--- config.mk ---
export PLATFORM = sky130hd
export DESIGN_NAME = adsd_trace_buffer
export DESIGN_NICKNAME = d
export VERILOG_FILES = /design/src/rtl/adsd_trace_pkg.sv /design/src/rtl/adsd_trace_mem.sv /design/src/rtl/adsd_trace_buffer.sv
export SDC_FILE = /design/constraint.sdc
export NUM_CORES = 1
export LEC_CHECK = 0
export CORE_UTILIZATION = 65
export CTS_CLUSTER_DIAMETER = 100
export DETAILED_ROUTE_END_ITERATION = 8
export PLACE_DENSITY = 0.85
export SYNTH_ARGS = -nofsm -noshare
export SYNTH_HDL_FRONTEND = slang
export SYNTH_SLANG_ARGS = --single-unit
export TNS_END_PERCENT = 5
--- constraint.sdc ---
create_clock -name clk -period 9.6 [get_ports clk]
set_clock_uncertainty 0.1 [all_clocks]
set_input_delay 0.96 -clock clk [delete_from_list [all_inputs] [get_ports clk]]
set_output_delay 0.96 -clock clk [all_outputs]
set_load 0.005 [all_outputs]
--- src/rtl/adsd_trace_pkg.sv ---
// Shared types and entry-layout helpers for the ADSD execution trace buffer.
package adsd_trace_pkg;

    typedef enum logic [1:0] {
        IDLE      = 2'd0,
        WAIT_TRIG = 2'd1,
        CAPTURE   = 2'd2,
        DONE      = 2'd3
    } trace_state_e;

    localparam int STATE_W = 2;

    // Entry layout, MSB first: {chg, port, op, pc}.
    function automatic int entry_width(input int port_w, input int op_w, input int pc_w);
        return 1 + port_w + op_w + pc_w;
    endfunction

    function automatic int chg_pos(input int port_w, input int op_w, input int pc_w);
        return port_w + op_w + pc_w;
    endfunction

    function automatic int port_lsb(input int op_w, input int pc_w);
        return op_w + pc_w;
    endfunction

    function automatic int op_lsb(input int pc_w);
        return pc_w;
    endfunction

endpackage

--- src/rtl/adsd_trace_mem.sv ---
// Register-array trace storage: one synchronous write port, one asynchronous read port.
module adsd_trace_mem
    import adsd_trace_pkg::*;
#(
    parameter int DEPTH = 16,
    parameter int WIDTH = 29,
    localparam int AW = $clog2(DEPTH)
) (
    input  logic             clk,
    input  logic             we,
    input  logic [AW-1:0]    waddr,
    input  logic [WIDTH-1:0] wdata,
    input  logic [AW-1:0]    raddr,
    output logic [WIDTH-1:0] rdata
);

    logic [WIDTH-1:0] mem [DEPTH];

    // Contents are never reset; only pointers and count define what is valid.
    always_ff @(posedge clk) begin
        if (we) begin
            mem[waddr] <= wdata;
        end
    end

    assign rdata = mem[raddr];

endmodule

--- src/rtl/adsd_trace_buffer.sv ---
// Execution trace buffer: armed, optionally PC-triggered capture of retired
// instructions, stop-when-full or wrap mode, oldest-first valid/ready readout.
//
// Readout handshake: rd_valid is high in DONE while entries remain; an entry is
// consumed on every rising edge where rd_valid && rd_ready. rd_data holds the
// oldest entry and stays stable until that entry is consumed.
module adsd_trace_buffer
    import adsd_trace_pkg::*;
#(
    parameter int PC_W   = 16,
    parameter int OP_W   = 4,
    parameter int PORT_W = 8,
    parameter int DEPTH  = 16,
    localparam int ENTRY_W = entry_width(PORT_W, OP_W, PC_W),
    localparam int CNT_W   = $clog2(DEPTH) + 1
) (
    input  logic               clk,
    input  logic               rst,
    input  logic               arm,
    input  logic               mode,
    input  logic               trig_en,
    input  logic [PC_W-1:0]    trig_pc,
    input  logic               stop,
    input  logic               valid_in,
    input  logic [PC_W-1:0]    pc_in,
    input  logic [OP_W-1:0]    op_in,
    input  logic [PORT_W-1:0]  port_in,
    output logic               rd_valid,
    input  logic               rd_ready,
    output logic [ENTRY_W-1:0] rd_data,
    output logic [CNT_W-1:0]   count,
    output logic               overflow,
    output logic [STATE_W-1:0] state
);

    localparam int AW       = $clog2(DEPTH);
    localparam int CHG_POS  = chg_pos(PORT_W, OP_W, PC_W);
    localparam int PORT_LSB = port_lsb(OP_W, PC_W);
    localparam int OP_LSB   = op_lsb(PC_W);
    localparam logic [CNT_W-1:0] FULL_CNT = CNT_W'(DEPTH);
    localparam logic [CNT_W-1:0] LAST_CNT = CNT_W'(DEPTH - 1);

    trace_state_e        state_q, state_d;
    logic [AW-1:0]       wr_ptr, rd_ptr;
    logic [CNT_W-1:0]    cnt;
    logic                ovf;
    logic                mode_q;
    logic [PORT_W-1:0]   last_port;

    logic                start;
    logic                wr_en;
    logic                pop;
    logic                full;
    logic                chg;
    logic [ENTRY_W-1:0]  wr_data;
    logic [ENTRY_W-1:0]  mem_rdata;

    assign full     = (cnt == FULL_CNT);
    assign rd_valid = (state_q == DONE) && (cnt != '0);
    // The first entry of a capture always flags a change; in wrap mode count
    // never drops back to zero during capture, so count==0 marks "first".
    assign chg      = (cnt == '0) || (port_in != last_port);

    // Assemble the entry being written from its field positions.
    always_comb begin
        wr_data = '0;
        wr_data[CHG_POS]                = chg;
        wr_data[PORT_LSB +: PORT_W]     = port_in;
        wr_data[OP_LSB +: OP_W]         = op_in;
        wr_data[PC_W-1:0]               = pc_in;
    end

    // Next-state and per-cycle control decode.
    always_comb begin
        state_d = state_q;
        start   = 1'b0;
        wr_en   = 1'b0;
        pop     = 1'b0;
        case (state_q)
            IDLE: begin
                if (arm) begin
                    start   = 1'b1;
                    state_d = trig_en ? WAIT_TRIG : CAPTURE;
                end
            end
            WAIT_TRIG: begin
                // stop wins over a trigger hit in the same cycle
                if (stop) begin
                    state_d = DONE;
                end else if (valid_in && (pc_in == trig_pc)) begin
                    wr_en   = 1'b1;
                    state_d = CAPTURE;
                end
            end
            CAPTURE: begin
                // Stop-when-full mode leaves CAPTURE on the filling write,
                // so space always remains while in this state.
                if (valid_in) begin
                    wr_en = 1'b1;
                    if (!mode_q && (cnt == LAST_CNT)) begin
                        state_d = DONE;
                    end
                end
                if (stop) begin
                    state_d = DONE;
                end
            end
            DONE: begin
                if (arm) begin
                    start   = 1'b1;
                    state_d = trig_en ? WAIT_TRIG : CAPTURE;
                end else if (rd_valid && rd_ready) begin
                    pop = 1'b1;
                end
            end
            default: state_d = IDLE;
        endcase
    end

    // State register.
    always_ff @(posedge clk or negedge rst) begin
        if (!rst) begin
            state_q <= IDLE;
        end else begin
            state_q <= state_d;
        end
    end

    // Pointers, occupancy, overflow flag, capture mode and last captured port.
    always_ff @(posedge clk or negedge rst) begin
        if (!rst) begin
            wr_ptr    <= '0;
            rd_ptr    <= '0;
            cnt       <= '0;
            ovf       <= 1'b0;
            mode_q    <= 1'b0;
            last_port <= '0;
        end else if (start) begin
            wr_ptr    <= '0;
            rd_ptr    <= '0;
            cnt       <= '0;
            ovf       <= 1'b0;
            mode_q    <= mode;
            last_port <= '0;
        end else begin
            if (wr_en) begin
                wr_ptr    <= wr_ptr + AW'(1);
                last_port <= port_in;
                if (full) begin
                    // wrap mode: the oldest entry is overwritten
                    rd_ptr <= rd_ptr + AW'(1);
                    ovf    <= 1'b1;
                end else begin
                    cnt <= cnt + CNT_W'(1);
                end
            end
            if (pop) begin
                rd_ptr <= rd_ptr + AW'(1);
                cnt    <= cnt - CNT_W'(1);
            end
        end
    end

    adsd_trace_mem #(
        .DEPTH (DEPTH),
        .WIDTH (ENTRY_W)
    ) u_mem (
        .clk   (clk),
        .we    (wr_en),
        .waddr (wr_ptr),
        .wdata (wr_data),
        .raddr (rd_ptr),
        .rdata (mem_rdata)
    );

    assign rd_data  = (state_q == DONE) ? mem_rdata : '0;
    assign count    = cnt;
    assign overflow = ovf;
    assign state    = state_q;

endmodule

==> impl_metrics.tcl <==
set metrics [dict create \
    nets 1074 \
    synth_warnings 0 \
    antenna_found_initial 1 \
    ctsLongestPathBuffers 3 \
    grtUsageMet3_pct 5.66 \
    path_clk_slew_ns 0.07 \
    first_pass_iters 5 \
    ys_seq_elements 489 \
    hold_depth 2 \
    use_met1_pct 40.7 \
    drt_iter0_drc 1193 \
    cts_num_sinks 489 \
    worst_pin_slew_ns 1.16 \
    synth-main-ff-cell "edfxtp_1" \
    wl_per_cell_um 31.7 \
    peakVddDrop_mv 0.243 \
    yosys.area.top_type "edfxtp_1" \
    hp-class "reg -> reg" \
    place_hpwl_um 22200 \
    grtUsageTotal_pct 30.9 \
    ctsRootBufferMaster "clkbuf_16" \
    r2r_slack_ns 5.92 \
    cap_violations 0 \
    start_util_pct 65.9 \
    stdcell_count 1436 \
    setup_ws_ns 4.26 \
    worstRegToRegCells 8 \
    clk_latency_ns 0.55 \
    grt-ovfl-total 0 \
    p_per_area_nw_per_um2 227 \
    die_h_um 175 \
    fin_util_pct 75.1 \
    wl_um 45500 \
    status "completed" \
    cts_resized 0 \
    end_kind "output pin" \
    port_buffers 89 \
    drv_slew 0 \
    p_leak_nw 6.93 \
    gr-usage-met2_pct 51.6 \
    crit_arrival_ns 4.28 \
    num_rows 63 \
    synth_area_um2 19500 \
    place.gp.congestion 0.788 \
    yosys.cell_count.top_type "edfxtp_1" \
    synthTopCellsByArea "edfxtp_1, mux4_2, dfrtp_1" \
    area_delta_synth_final_pct 14.0 \
    ys_types 44 \
    grt_pass1_wl_um 66800 \
    gr-max-usage-layer "met2" \
    drive_gt1_share_pct 23.1 \
    drc 0 \
    synthTopCellsByCount "edfxtp_1, mux4_2, and2_1, nand2_1, dfrtp_1" \
    design.portCount 90 \
    cp-start-kind "register" \
    final_min_period_over_clock_period_pct 55.6 \
    synth_cells 902 \
    grt_pass1_vias 10432 \
    hold_viol_final 0 \
    syn_nets 967 \
    async_flop_share_pct 5.11 \
    post_cts_buffers 0 \
    dieWidth_um 175 \
    ant_nets 0 \
    crit_required_ns 8.54 \
    max_freq_mhz 187 \
    dieArea_um2 30700 \
    critPathKind "reg -> out" \
    totalNegativeSetupSlack_ns 0 \
    core_area_um2 29600 \
    yosysTopAreaCellShare_pct 71.5 \
    cts_tree "yes" \
    dpl_worst_slack_ns 4.64 \
    grt_max_degree 74 \
    cts_buffers 47 \
    htreeDepth 2 \
    worst-path-max-fanout 53 \
    relSlewSlack_pct 22.6 \
    rsz0062_at_grt "false" \
    yosysSeqAreaShare_pct 74.7 \
    setup_violations 0 \
    viasPerCell 7.02 \
    fin_crit_ns 5.34 \
    synth_edf_count 464 \
    syn_avg_cell_area_um2 21.6 \
    ctsHoldBuffers 0 \
    placedCellCount 1350 \
    vias 10075 \
]
-- layer usage --
layer	wire length, um	vias to the layer above
li1	-	3965
met1	16300	5236
met2	23200	738
met3	4190	136
met4	1900	0
met5	0	-
-- sequential cells by signal (all words and copies together) (netlist names) --
| signal | count |
|---|---|
| mode_q | 1 |
| state | 2 |
| wr_ptr | 4 |
| rd_ptr | 4 |
| overflow | 1 |
| u_mem.mem | 464 |
| count | 5 |
| last_port | 8 |
-- kinds of logic (layout without fill, tap and decap cells) --
kind of cell / count (synthesis) / after routing / share of synthesized area (%)
compound gates: 42 / 42 / 1.31
xor+xnor: 21 / 21 / 0.944
fa+ha+maj: 13 / 13 / 0.873
buf+inv: 58 / 201 / 1.39
flops: 489 / 489 / 74.7
mux: 150 / 150 / 17.0
other cells: 0 / 1 / 0
simple gates: 129 / 129 / 3.74
-- worst paths after layout --
kind                            from           endpoint
max                        rd_ptr[0]         rd_data[9]
min                           mode_q             mode_q
max reg2reg                 state[0]  u_mem.mem[14][12]
min reg2reg                   mode_q             mode_q
max in group asynchronous        rst          rd_ptr[1]
min in group asynchronous        rst          wr_ptr[0]
-- metrics by stage --
stage	hold WS (ns)	area [um2]	total power, W
2_1_floorplan	0.337	19500	0.00305
3_3_place_gp	0.358	20800	0.00331
3_5_place_dp	0.375	20800	0.00333
4_1_cts	0.390	22200	0.00505
5_1_grt	0.423	22200	0.00518
6_report	0.393	22200	0.00504
-- power breakdown --
part	switching, W	internal (W)	total [W]
Combinational	0.000390	0.000443	0.000832
Sequential	0.0000840	0.00240	0.00248
Clock	0.000762	0.000961	0.00172
-- layout make-up --
cell class,count,area [um2]
Antenna cell,1,2.50
Clock buffer,61,1270
Clock inverter,24,150
Fill cell,1506,7350
Inverter,15,56.3
Multi-Input combinational cell,355,4690
Sequential cell,489,14600
Tap cell,390,488
Timing Repair Buffer,101,981
-- critical path: stages (launching register included) --
cell and delay (ns):
dfrtp_4 1.12, buf_4 0.74, mux4_2 0.62, mux4_2 0.49, and2_1 0.24, clkdlybuf4s50_1 0.46
-- placed cells by master (no fill, tap or decap), types with 5 or more instances in the layout --
cell	count
edfxtp_1	464
clkbuf_1	12
buf_4	12
xnor2_1	17
a21oi_1	7
and2_2	7
clkdlybuf4s50_1	89
dfrtp_1	21
nand2b_1	8
clkinv_1	14
o21ai_0	21
mux4_2	145
clkbuf_16	49
ha_1	12
nand2_1	33
inv_1	15
nor2_1	7
and2_1	32
nand3_1	12
nand4_1	5
(Power assumes the default switching activity.)
